File: src/rtl/spaceinv_pkg.sv
// Shared types and default tuning constants for the game-flow controller.
package spaceinv_pkg;

    typedef enum logic [2:0] {
        ATTRACT   = 3'd0,
        PLAY      = 3'd1,
        PAUSE     = 3'd2,
        DYING     = 3'd3,
        LEVEL_UP  = 3'd4,
        GAME_OVER = 3'd5
    } gstate_t;

    localparam int unsigned DEF_NUM_LIVES    = 3;
    localparam int unsigned DEF_NUM_LEVELS   = 4;
    localparam int unsigned DEF_DEATH_FRAMES = 60;
    localparam int unsigned DEF_LEVEL_FRAMES = 90;
    localparam int unsigned DEF_OVER_FRAMES  = 180;
    localparam int unsigned DEF_PAUSE_EN     = 1;

    function automatic int unsigned max3(int unsigned a, int unsigned b, int unsigned c);
        int unsigned m;
        m = (a > b) ? a : b;
        return (m > c) ? m : c;
    endfunction

endpackage

File: src/rtl/game_state_ctrl_if.sv
// Player/game-event inputs and game-status outputs of the game-flow controller.
interface game_state_ctrl_if;
    logic       frame_tick;
    logic       start;
    logic       play;
    logic       hit;
    logic       wave_clear;
    logic       landed;
    logic [2:0] state;
    logic [3:0] lives;
    logic [3:0] level;
    logic       run_en;
    logic       game_over;

    modport master (
        output frame_tick, start, play, hit, wave_clear, landed,
        input  state, lives, level, run_en, game_over
    );

    modport slave (
        input  frame_tick, start, play, hit, wave_clear, landed,
        output state, lives, level, run_en, game_over
    );
endinterface

File: src/rtl/game_state_ctrl_frame_timer.sv
// Frame-tick counter for timed states; clear is held high for the state-entry cycle.
module frame_timer #(
    parameter int unsigned WIDTH = 8
) (
    input  logic             clk,
    input  logic             reset,
    input  logic             clear,
    input  logic             tick,
    input  logic [WIDTH-1:0] load,
    output logic             expired
);

    logic [WIDTH-1:0] count;
    logic [WIDTH-1:0] count_eff;

    always_ff @(posedge clk or negedge reset) begin
        if (!reset) begin
            count <= '0;
        end else if (clear) begin
            count <= '0;
        end else if (tick && (count < load)) begin
            count <= count + WIDTH'(1);
        end
    end

    // Entry cycle reads as zero so a zero load expires immediately.
    assign count_eff = clear ? '0 : count;
    assign expired   = (count_eff >= load);

endmodule

File: src/rtl/game_state_ctrl.sv
// Top-level game-flow state machine: attract, play, pause, death, level-up, game over.
module game_state_ctrl
    import spaceinv_pkg::*;
#(
    parameter int unsigned NUM_LIVES    = DEF_NUM_LIVES,
    parameter int unsigned NUM_LEVELS   = DEF_NUM_LEVELS,
    parameter int unsigned DEATH_FRAMES = DEF_DEATH_FRAMES,
    parameter int unsigned LEVEL_FRAMES = DEF_LEVEL_FRAMES,
    parameter int unsigned OVER_FRAMES  = DEF_OVER_FRAMES,
    parameter int unsigned PAUSE_EN     = DEF_PAUSE_EN
) (
    input  logic             clk,
    input  logic             reset,
    game_state_ctrl_if.slave bus
);

    localparam int unsigned CW = $clog2(max3(DEATH_FRAMES, LEVEL_FRAMES, OVER_FRAMES)) + 1;

    gstate_t       state_q, nxt;
    logic [3:0]    lives_q, lives_nxt;
    logic [3:0]    level_q, level_nxt;
    logic          run_en_q, game_over_q, entry_q, start_prev;
    logic          start_edge, expired;
    logic [CW-1:0] load;

    assign start_edge = bus.start && !start_prev;

    always_comb begin
        load = '0;
        case (state_q)
            DYING:     load = CW'(DEATH_FRAMES);
            LEVEL_UP:  load = CW'(LEVEL_FRAMES);
            GAME_OVER: load = CW'(OVER_FRAMES);
            default:   load = '0;
        endcase
    end

    frame_timer #(.WIDTH(CW)) u_timer (
        .clk     (clk),
        .reset   (reset),
        .clear   (entry_q),
        .tick    (bus.frame_tick),
        .load    (load),
        .expired (expired)
    );

    always_comb begin
        nxt       = state_q;
        lives_nxt = lives_q;
        level_nxt = level_q;
        case (state_q)
            ATTRACT: begin
                if (start_edge && bus.play) begin
                    nxt       = PLAY;
                    lives_nxt = 4'(NUM_LIVES);
                    level_nxt = '0;
                end
            end
            PLAY: begin
                if (bus.landed) begin
                    nxt       = GAME_OVER;
                    lives_nxt = '0;
                end else if (bus.hit) begin
                    lives_nxt = lives_q - 4'd1;
                    nxt       = (lives_q == 4'd1) ? GAME_OVER : DYING;
                end else if (bus.wave_clear) begin
                    level_nxt = (level_q == 4'(NUM_LEVELS - 1)) ? '0 : level_q + 4'd1;
                    nxt       = LEVEL_UP;
                end else if (!bus.play && (PAUSE_EN != 0)) begin
                    nxt = PAUSE;
                end
            end
            PAUSE:          if (bus.play) nxt = PLAY;
            DYING, LEVEL_UP: if (expired) nxt = PLAY;
            GAME_OVER:      if (expired || start_edge) nxt = ATTRACT;
            default:        nxt = ATTRACT;
        endcase
    end

    always_ff @(posedge clk or negedge reset) begin
        if (!reset) begin
            state_q     <= ATTRACT;
            lives_q     <= '0;
            level_q     <= '0;
            run_en_q    <= 1'b0;
            game_over_q <= 1'b0;
            entry_q     <= 1'b0;
            start_prev  <= 1'b1;
        end else begin
            state_q     <= nxt;
            lives_q     <= lives_nxt;
            level_q     <= level_nxt;
            run_en_q    <= (nxt == PLAY);
            game_over_q <= (nxt == GAME_OVER);
            entry_q     <= (nxt != state_q);
            start_prev  <= bus.start;
        end
    end

    assign bus.state     = state_q;
    assign bus.lives     = lives_q;
    assign bus.level     = level_q;
    assign bus.run_en    = run_en_q;
    assign bus.game_over = game_over_q;

endmodule

File: src/flat_wrapper.sv
// flat-port wrapper written by rule: the top's interface ports become plain ports
module game_state_ctrl_flat import spaceinv_pkg::*;
#(
    parameter int unsigned NUM_LIVES    = DEF_NUM_LIVES,
    parameter int unsigned NUM_LEVELS   = DEF_NUM_LEVELS,
    parameter int unsigned DEATH_FRAMES = DEF_DEATH_FRAMES,
    parameter int unsigned LEVEL_FRAMES = DEF_LEVEL_FRAMES,
    parameter int unsigned OVER_FRAMES  = DEF_OVER_FRAMES,
    parameter int unsigned PAUSE_EN     = DEF_PAUSE_EN
)
  (clk, reset, bus_frame_tick, bus_start, bus_play, bus_hit, bus_wave_clear, bus_landed, bus_state, bus_lives, bus_level, bus_run_en, bus_game_over);
  game_state_ctrl_if bus_i ();
  input  logic clk;
  input  logic reset;
  input wire logic [$bits(bus_i.frame_tick)-1:0] bus_frame_tick;
  input wire logic [$bits(bus_i.start)-1:0] bus_start;
  input wire logic [$bits(bus_i.play)-1:0] bus_play;
  input wire logic [$bits(bus_i.hit)-1:0] bus_hit;
  input wire logic [$bits(bus_i.wave_clear)-1:0] bus_wave_clear;
  input wire logic [$bits(bus_i.landed)-1:0] bus_landed;
  output wire logic [$bits(bus_i.state)-1:0] bus_state;
  output wire logic [$bits(bus_i.lives)-1:0] bus_lives;
  output wire logic [$bits(bus_i.level)-1:0] bus_level;
  output wire logic [$bits(bus_i.run_en)-1:0] bus_run_en;
  output wire logic [$bits(bus_i.game_over)-1:0] bus_game_over;
  assign bus_i.frame_tick = bus_frame_tick;
  assign bus_i.start = bus_start;
  assign bus_i.play = bus_play;
  assign bus_i.hit = bus_hit;
  assign bus_i.wave_clear = bus_wave_clear;
  assign bus_i.landed = bus_landed;
  assign bus_state = bus_i.state;
  assign bus_lives = bus_i.lives;
  assign bus_level = bus_i.level;
  assign bus_run_en = bus_i.run_en;
  assign bus_game_over = bus_i.game_over;
  game_state_ctrl #(.NUM_LIVES(NUM_LIVES), .NUM_LEVELS(NUM_LEVELS), .DEATH_FRAMES(DEATH_FRAMES), .LEVEL_FRAMES(LEVEL_FRAMES), .OVER_FRAMES(OVER_FRAMES), .PAUSE_EN(PAUSE_EN)) u_core (.clk(clk), .reset(reset), .bus(bus_i));
endmodule
File: config.mk
export PLATFORM = sky130hd
export DESIGN_NAME = game_state_ctrl_flat
export DESIGN_NICKNAME = d
export VERILOG_FILES = /design/src/rtl/spaceinv_pkg.sv /design/src/rtl/game_state_ctrl_if.sv /design/src/rtl/game_state_ctrl_frame_timer.sv /design/src/rtl/game_state_ctrl.sv /design/src/flat_wrapper.sv
export SDC_FILE = /design/constraint.sdc
export NUM_CORES = 1
export LEC_CHECK = 0
export BUFFER_PORTS_ARGS = -buffer_cell sky130_fd_sc_hd__buf_2
export CORE_MARGIN = 2
export CORE_UTILIZATION = 53
export CTS_CLUSTER_SIZE = 28
export DETAILED_ROUTE_END_ITERATION = 6
export GPL_ROUTABILITY_DRIVEN = 0
export PLACE_DENSITY = 0.76
export SLEW_MARGIN = 20
export SYNTH_ARGS = -nofsm -noshare
export SYNTH_HDL_FRONTEND = slang
export SYNTH_HIERARCHICAL = 1
export SYNTH_SLANG_ARGS = --single-unit
File: constraint.sdc
create_clock -name clk -period 2.6 [get_ports clk]
set_input_delay 0.26 -clock clk [delete_from_list [all_inputs] [get_ports clk]]
set_output_delay 0.26 -clock clk [all_outputs]
set_load 0.01 [all_outputs]
==> flow_summary.yaml, run 1 <==
clock_network:
  worst_setup_hold_path_clk_slew_ns: 0.13
  clock_tree.buffer_depth: 2
  tritoncts_clock_tree: "yes"
  cts.htree.levels: 1
  inserted_clock_buffers: 3
  cts_num_sinks: 24
  root_buffer: "clkbuf_4"
  clkLatencyLatePin_ns: 0.31
route:
  drt_first_iter_violations: 105
  drc: 0
  postRouteWirelength_mm: 4.499
  routed_via_density: 5.638
  antenna_violating_nets_post_route: 0
  routedWlPerCell_microns: 14.80
  dr.pass1.iters: 4
  vias: 1714
global_route:
  first_global_vias: 1616
  groute.usage.overall_pct: 22.62
  grt_overflow: 0
  antenna_found_initial: 0
  grt_pass1_wl_mm: 7.210
  maximum_number_of_pins_on_one_net_before_global_route_repair: 25
layout:
  ff_latch_area_sq_um: 605.6
  finish.instance_area_sq_mm: 0.002441
  multiInputGateArea_sq_mm: 0.001320
  mostFrequentLayoutCells: "buf_4, buf_2, dfrtp_1"
  area_growth_pct: 30.33
  final_instance_count_without_filler_cells: 304
  final_layout_size_suffix_gt1_share_pct: 36.05
  insertedDiodeCount: 0
  nFillCells: 272
  leading_cell_type_in_the_layout_fill_and_taps_excluded: "buf_4"
  finish.net_count: 288
worst_setup_path:
  critPathKind: "register to register"
  critical_path.endpoint_type: "register"
  cp.required_ns: 2.81
  r2r_setup_slack_ns: -0.19
  reg2reg_to: "u_core/entry_q$_DFF_PN0_"
  start_kind: "register"
  crit_path_arrival_time_ns: 2.99
  reg2regPathDepth: 13
  r2r_start: "u_core/bus.state[2]$_DFF_PN0_"
  worstPathMaxFanout: 6
outcome:
  run_status: "complete, but fails checks"
  failed_checks: "negative setup slack"
logic_synthesis:
  synth.cell_area_sq_mm: 0.001873
  synth.top_cells.by_area: "dfrtp_1, ha_1, nor2b_1"
  post_synth_num_cell_types: 50
  yosysTopAreaCellShare_pct: 30.73
  number_of_standard_cells_after_synthesis: 207
  synth_area_leader_cell: "dfrtp_1"
  synthesis.yosys.warnings: 6
  syn_area_per_cell_sq_um: 9.049
  yosys_register_bits: 24
  synth_edf_count: 0
  seq_area_frac_synth_pct: 32.13
  synth-main-ff-cell: "dfrtp_1"
  synthArstFlopShare_pct: 100.0
hold_path:
  hold_path.class: "input pin to register"
  hold_path_depth: 1
  min_from: "bus_start"
  endpoint_of_the_worst_hold_timing_path: "u_core/start_prev$_DFF_PN1_"
placed_design:
  dp_cells: 291
  postPlaceCellArea_sq_mm: 0.002207
  portbufs: 20
  dp_hpwl_mm: 3.115
  pre_cts_setup_slack_ns: -0.1998
sta:
  clock.fmax_mhz: 358.9
  totalNegativeSetupSlack_ns: -0.7035
  post-route-min-period_ns: 2.786
  slew_viol_final: 0
  final.period_utilization_pct: 107.2
  slew_headroom_pct: 62.55
  setup_repair_after_global_routing_missed_its_margin: "yes"
  worst-slew-pin-transition_ns: 0.5605
  maximum_clock_skew_at_final_layout_ns: 0.003721
  report.final.hold_viol_count: 0
  setup_slack_ns: -0.1864
  number_of_endpoints_failing_setup_at_the_final_stage: 4
power:
  power.static_leakage_nw: 1.193
  power_density_mw_per_mm2: 892.2
  ir_drop_mv: 0.5881
  p_total_w: 0.002178
floorplanning:
  die_outline_height_microns: 63.45
  ioPinCount: 21
  row_count: 21
  die_w_microns: 63.45
  floorplan.initialDensity_pct: 55.69
  dieArea_sq_mm: 0.004025
  core_area_sq_mm: 0.003363
flow_run:
  cap_viol_max_count: 0
metrics by stage:
step | util [%] | hold WS, ns
6_report | 72.58 | 0.04109
5_1_grt | 72.58 | 0.01455
4_1_cts | 69.20 | 0.02756
3_5_place_dp | 65.63 | 0.2795
3_3_place_gp | 65.63 | 0.2779
2_1_floorplan | - | -0.03559
cell usage after synthesis, types with 3 or more instances:
library cell  number
nor2b_1           15
nand3b_1           3
a21oi_1           10
o21ai_0           12
nand3_1            3
nor2_1            17
o22ai_1            3
dfrtp_1           23
ha_1              21
a21o_1             5
a211oi_1           4
clkbuf_1           4
nand4_1            5
inv_1             18
nand2b_1           7
nor3_1             4
and3_1             5
nand2_1            7
mux2_1             5
cell type report:
class	instances	area share [%]
Timing Repair Buffer	53	14.51
Clock buffer	4	1.486
Multi-Input combinational cell	159	54.08
Tap cell	46	2.358
Inverter	18	2.768
Sequential cell	24	24.81
power by group:
part,switching (W),internal (W)
Combinational,0.000697,0.000692
Clock,0.000113,0.0000855
Sequential,0.000122,0.000468
worst max-delay path by stage:
stage | startpoint | to
2_1_floorplan | u_core/bus.state[2]$_DFF_PN0_ | u_core/entry_q$_DFF_PN0_
4_1_cts | u_core/bus.state[1]$_DFF_PN0_ | u_core/entry_q$_DFF_PN0_
3_5_place_dp | u_core/bus.state[2]$_DFF_PN0_ | u_core/entry_q$_DFF_PN0_
6_report | u_core/bus.state[2]$_DFF_PN0_ | u_core/entry_q$_DFF_PN0_
5_1_grt | u_core/bus.state[2]$_DFF_PN0_ | u_core/entry_q$_DFF_PN0_
3_3_place_gp | u_core/bus.state[2]$_DFF_PN0_ | u_core/entry_q$_DFF_PN0_
layer usage:
| metal | global-route usage (%) | vias up | routed length [microns] |
|---|---|---|---|
| met5 | 0 | - | 0 |
| met3 | 3.393 | 8 | 205 |
| li1 | - | 839 | - |
| met4 | 8.424 | 0 | 78 |
| met1 | 30.60 | 817 | 2013 |
| met2 | 36.58 | 50 | 2202 |
critical path: stages, from the launching register on:
cell	delay, ns
dfrtp_2	0.49
nor2b_4	0.19
o21a_1	0.19
inv_2	0.08
ha_4	0.26
nand4_1	0.09
nor3_2	0.22
a2111oi_2	0.06
o21bai_1	0.22
nand2b_4	0.19
o21ai_2	0.06
a222oi_1	0.37
buf_4	0.21
a22oi_2	0.05
cell families (layout without fill, tap and decap cells):
| family | after synthesis | count (layout) | share of synthesized area, % |
|---|---|---|---|
| and+or+nand+nor | 76 | 76 | 23.85 |
| DFF | 24 | 24 | 32.13 |
| muxes | 7 | 7 | 4.408 |
| other | 1 | 3 | 0.2002 |
| buffers and inverters | 26 | 75 | 6.145 |
| AOI/OAI and AO/OA | 52 | 52 | 19.24 |
| adders and majority gates | 21 | 21 | 14.03 |
sequential cells by signal, indices dropped and copies added, names as in the netlist:
name / count
u_core/bus.level: 4
u_core/start_prev: 1
u_core/bus.run_en: 1
u_core/entry_q: 1
u_core/bus.lives: 4
u_core/bus.state: 3
u_core/u_timer/count: 9
u_core/bus.game_over: 1
timing repair:
item                                    4_1_cts  5_1_grt
buffers inserted                              5        3
gates resized for setup                      10       18
endpoints found under the setup margin        6        9
pin swaps                                     7       11
hold endpoints to repair                     23        0
hold buffers                                  1        0
No activity file was read; power rests on OpenSTA's default activity.
==> inputs of run 2 (changes only) <==
CORE_UTILIZATION = 58   (was 53)
PLACE_DENSITY = 0.79   (was 0.76)
clock period = 3.2 ns   (was 2.6 ns; I/O delays follow)
==> run 2 against run 1 <==
  * The run now ends clean
  * Global-route usage increased by 1.2 points
  * Via count decreased by 5.3%
  * Total power decreased by 35%
  * Critical endpoint is now u_core/bus.game_over$_DFF_PN0_
  * Largest cell class unchanged
  * Largest power group unchanged
==> flow_summary.yaml, run 2 (synthesis results as in run 1) <==
outcome:
  run_status: "finished, final reports clean"
power:
  power.static_leakage_nw: 1.032
  ir_drop_mv: 0.5207
  power_density_mw_per_mm2: 684.8
layout:
  ff_latch_area_sq_um: 603.1
  finish.net_count: 260
  finish.instance_area_sq_mm: 0.002072
  largest_register_ffs: 9
  final_layout_size_suffix_gt1_share_pct: 17.39
  nFillCells: 255
  mostFrequentLayoutCells: "dfrtp_1, ha_1, buf_2"
  area_growth_pct: 10.62
  multiInputGateArea_sq_mm: 0.001170
  leading_cell_type_in_the_layout_fill_and_taps_excluded: "dfrtp_1"
  register_with_the_most_flip_flops: "u_core/u_timer/count"
  insertedDiodeCount: 0
sta:
  totalNegativeSetupSlack_ns: 0
  slew_headroom_pct: 62.82
  clock.fmax_mhz: 338.6
  maximum_clock_skew_at_final_layout_ns: 0.005905
  final.period_utilization_pct: 92.30
  setup_slack_ns: 0.2465
  report.final.hold_viol_count: 0
  worst-slew-pin-transition_ns: 0.5565
  slew_viol_final: 0
  setup_repair_after_global_routing_missed_its_margin: "no"
  post-route-min-period_ns: 2.953
  number_of_endpoints_failing_setup_at_the_final_stage: 0
floorplanning:
  core_area_sq_mm: 0.003053
  die_w_microns: 60.83
  floorplan.initialDensity_pct: 61.35
  dieArea_sq_mm: 0.003700
  die_outline_height_microns: 60.83
  row_count: 20
  ioPinCount: 21
route:
  drc: 0
  routed_via_density: 5.923
  dr.pass1.iters: 4
  routedWlPerCell_microns: 14.68
  antenna_violating_nets_post_route: 0
  postRouteWirelength_mm: 4.021
  drt_first_iter_violations: 75
  vias: 1623
flow_run:
  cap_viol_max_count: 0
placed_design:
  dp_hpwl_mm: 3.009
  postPlaceCellArea_sq_mm: 0.002011
  portbufs: 20
  pre_cts_setup_slack_ns: 0.04834
clock_network:
  inserted_clock_buffers: 3
  clock_tree.buffer_depth: 2
  tritoncts_clock_tree: "yes"
  clkLatencyLatePin_ns: 0.32
  worst_setup_hold_path_clk_slew_ns: 0.14
  root_buffer: "clkbuf_4"
  cts.htree.levels: 1
  cts_num_sinks: 24
global_route:
  groute.usage.overall_pct: 23.80
  grt_overflow: 0
  antenna_found_initial: 0
  first_global_vias: 1509
  grt_pass1_wl_mm: 6.617
  maximum_number_of_pins_on_one_net_before_global_route_repair: 25
worst_setup_path:
  r2r_setup_slack_ns: 0.25
  cp.required_ns: 3.46
  crit_path_arrival_time_ns: 3.21
  r2r_start: "u_core/bus.state[2]$_DFF_PN0_"
  worstPathMaxFanout: 10
  crit_start: "u_core/bus.state[2]$_DFF_PN0_"
  critical_path.endpoint_type: "register"
  critPathKind: "register to register"
  start_kind: "register"
hold_path:
  hold_path.class: "input pin to register"
  min_from: "bus_start"
[run 2: cell count changes in the layout (fill, tap and decap cells not counted), sizes merged]
cell  before  now
buf       52   24
[run 2: where the power goes]
part / internal, W / leakage (nW) / switching, W
sequential: 0.000378 / 0.317 / 0.0000938
clock: 0.0000696 / 0.0210 / 0.0000967
combinational: 0.000332 / 0.694 / 0.000449
[run 2: metrics by stage]
stage	util, %	instances	power (W)	hold WS (ns)
detailed placement	65.86	268	0.001220	0.3399
CTS	67.38	273	0.001386	0.08833
global placement	65.86	268	0.001180	0.3295
finish	67.87	274	0.001419	0.09227
global route	67.87	274	0.001549	0.06438
floorplan	-	209	0.001019	0.02441
[run 2: final cells by class]
type	instances	share of cell area, %
clock buffers	4	1.751
inverters	18	3.261
multi-input cells	159	56.46
flip-flops and latches	24	29.11
well taps	44	2.657
repair buffers	25	6.763
[run 2: what timing repair did]
action | in CTS | in global routing
hold endpoints to repair | 23 | 0
setup buffers | 0 | 1
setup endpoints to repair | 0 | 4
resized for setup | 0 | 4
hold buffers | 1 | 0
[run 2: worst paths after layout]
kind | endpoint | depth (start not counted)
worst max-delay path | u_core/bus.game_over$_DFF_PN0_ | 13
worst min-delay path | u_core/start_prev$_DFF_PN1_ | 1
worst max register to register | u_core/bus.game_over$_DFF_PN0_ | 13
worst min register to register | u_core/bus.level[3]$_DFFE_PN0P_ | 1
max in group asynchronous | u_core/bus.state[1]$_DFF_PN0_ | 2
min in group asynchronous | u_core/u_timer/count[3]$_DFFE_PN0P_ | 2
[run 2: worst max-delay path, stage by stage, from the launching register on]
cell,delay [ns]
dfrtp_1,0.40
buf_4,0.18
nor2b_1,0.22
o21a_1,0.18
inv_1,0.07
ha_1,0.30
a21o_1,0.16
a2111oi_1,0.38
o21bai_1,0.16
nand2b_1,0.18
o21ai_0,0.18
a222oi_1,0.11
buf_4,0.19
nor3b_1,0.16
[run 2: per-layer routing]
layer | up-vias | part of all wire (%) | GRT usage [%]
met5 | - | 0 | 0
met4 | 0 | 2.3 | 9.938
met3 | 14 | 4.1 | 4.051
met2 | 57 | 47 | 38.25
met1 | 768 | 47 | 31.74
li1 | 784 | - | -
==> inputs of run 3 (changes only) <==
==> constraint.sdc (replaced) <==
create_clock -name clk -period 3.2 [get_ports clk]
set_input_delay 0.32 -clock clk [delete_from_list [all_inputs] [get_ports clk]]
set_output_delay 0.32 -clock clk [all_outputs]
set_load 0.1 [all_outputs]
==> run 3 against run 2 <==
  * Die area stayed put
  * Sequential share of layout area is 0.42 points lower
  * Clock power is 35% higher
  * Total power is 33% higher
  * Sequential power is 3% higher
  * Clock-buffer cell count is 1 lower
  * Hold slack worse by 0.0020 ns
  * Critical path type unchanged
==> flow_summary.yaml, run 3 (synthesis results as in run 1) <==
outcome:
  run_status: "finished, final reports clean"
floorplanning:
  ioPinCount: 21
  dieArea_sq_mm: 0.003700
  floorplan.initialDensity_pct: 61.35
  die_outline_height_microns: 60.83
  die_w_microns: 60.83
  core_area_sq_mm: 0.003053
  row_count: 20
worst_setup_path:
  critical-path-top-delay-family: "compound AO/OA/AOI/OAI gates"
  critical_path.max_stage_delay_ns: 0.49
  critPathKind: "register to register"
  crit_path_arrival_time_ns: 3.24
  cp.required_ns: 3.45
  critical_path.endpoint_type: "register"
  critical_path.cell_chain: "nor2b_2, nand2_1, nand2_1, inv_1, ha_1, a21o_1, a21o_1, a2111oi_1, o21bai_1, nand2b_1, o21ai_0, a222oi_1, buf_4, nor3b_1"
  worstPathBufferInverterCount: 2
  start_kind: "register"
  worstPathMaxFanout: 8
  cp_num_cells: 14
  reg2regPathDepth: 14
  r2r_setup_slack_ns: 0.21
  r2r_start: "u_core/bus.state[2]$_DFF_PN0_"
  worst_path_max_delay_cell: "dfrtp_2"
  reg2reg_to: "u_core/bus.game_over$_DFF_PN0_"
flow_run:
  cap_viol_max_count: 0
hold_path:
  endpoint_of_the_worst_hold_timing_path: "u_core/start_prev$_DFF_PN1_"
  min_from: "bus_start"
  hold_path_depth: 1
  hold_path.class: "input pin to register"
placed_design:
  dp_hpwl_mm: 3.153
  pre_cts_setup_slack_ns: 0.1333
  portbufs: 20
  postPlaceCellArea_sq_mm: 0.002007
clock_network:
  cts_num_sinks: 24
  cts.htree.levels: 1
  worst_setup_hold_path_clk_slew_ns: 0.14
  clkLatencyLatePin_ns: 0.32
  clock_tree.buffer_depth: 2
  inserted_clock_buffers: 3
  tritoncts_clock_tree: "yes"
  root_buffer: "clkbuf_4"
layout:
  area_growth_pct: 12.69
  mostFrequentLayoutCells: "ha_1, buf_2, dfrtp_1"
  ff_latch_area_sq_um: 605.6
  register_with_the_most_flip_flops: "u_core/u_timer/count"
  finish.net_count: 263
  final_layout_size_suffix_gt1_share_pct: 19.31
  leading_cell_type_in_the_layout_fill_and_taps_excluded: "ha_1"
  largest_register_ffs: 9
  insertedDiodeCount: 0
  finish.instance_area_sq_mm: 0.002111
  nFillCells: 251
  multiInputGateArea_sq_mm: 0.001170
sta:
  setup_slack_ns: 0.2128
  maximum_clock_skew_at_final_layout_ns: 0.006216
  report.final.hold_viol_count: 0
  post-route-min-period_ns: 2.987
  final.period_utilization_pct: 93.35
  slew_headroom_pct: 63.15
  slew_viol_final: 0
  clock.fmax_mhz: 334.8
  number_of_endpoints_failing_setup_at_the_final_stage: 0
  worst-slew-pin-transition_ns: 0.5528
route:
  dr.pass1.iters: 4
  routedWlPerCell_microns: 14.92
  routed_via_density: 5.895
  vias: 1633
  antenna_violating_nets_post_route: 0
  drc: 0
  postRouteWirelength_mm: 4.134
  drt_first_iter_violations: 88
power:
  internal_power_component_w: 0.0008524
  ir_drop_mv: 0.7497
  switching_share_pct: 54.76
  combinationalPowerShare_pct: 62.3
  power_frac_clock_pct: 11.9
  power.static_leakage_nw: 1.051
  power.net_switching_w: 0.001032
  share_seq_of_total_power_pct: 25.8
  p_total_w: 0.001884
  power_density_mw_per_mm2: 892.8
global_route:
  first_global_vias: 1562
  antenna_found_initial: 0
  maximum_number_of_pins_on_one_net_before_global_route_repair: 25
  groute.usage.overall_pct: 24.32
  grt_pass1_wl_mm: 6.658
  grt_overflow: 0
[run 3: how the worst max path moves through the flow]
stage,startpoint,end,slack [ns]
3_3_place_gp,u_core/bus.state[2]$_DFF_PN0_,u_core/entry_q$_DFF_PN0_,0.26
4_1_cts,u_core/bus.state[2]$_DFF_PN0_,u_core/bus.state[0]$_DFF_PN0_,0.1
2_1_floorplan,u_core/bus.state[2]$_DFF_PN0_,u_core/entry_q$_DFF_PN0_,0.02
5_1_grt,u_core/bus.state[2]$_DFF_PN0_,u_core/bus.game_over$_DFF_PN0_,-0.02
6_report,u_core/bus.state[2]$_DFF_PN0_,u_core/bus.game_over$_DFF_PN0_,0.21
3_5_place_dp,u_core/bus.state[2]$_DFF_PN0_,u_core/bus.state[0]$_DFF_PN0_,0.13
[run 3: layer usage]
metal  global-route usage (%)  vias up  share of wire [%]
met5                        0        -                  0
met2                    42.24       56                 49
met3                    5.544        9                5.6
li1                         -      790                  -
met4                    8.696        0                1.7
met1                    29.42      778                 43
[run 3: through the flow]
step | utilization (%) | cells | hold slack, ns | TNS, ns
global placement | 65.74 | 267 | 0.3291 | 0
global route | 69.14 | 277 | 0.05738 | -0.01840
floorplan | - | 209 | 0.02441 | 0
CTS | 67.79 | 272 | 0.07612 | 0
finish | 69.14 | 277 | 0.09026 | 0
detailed placement | 65.74 | 267 | 0.3403 | 0
[run 3: area by class of cell]
class                      count  area share, %
multi-input combinational    159          55.42
timing repair buffer          28          7.587
clock inverter                 1          1.423
sequential                    24          28.69
inverter                      18          3.201
clock buffer                   3          1.067
tap                           44          2.608
[run 3: power groups by stage]
stage / Combinational (W) / Clock [W] / Sequential (W)
floorplan: 0.000540 / 0 / 0.000860
global placement: 0.00108 / 0 / 0.000487
detailed placement: 0.00111 / 0 / 0.000496
CTS: 0.00111 / 0.000230 / 0.000489
global route: 0.00127 / 0.000245 / 0.000496
finish: 0.00117 / 0.000224 / 0.000486
[run 3: repair_timing]
item                                    CTS  global route
resized for setup                         0             3
endpoints found under the hold margin    23             0
buffers inserted                          0             5
hold buffers                              1             0
endpoints found under the setup margin    0             4
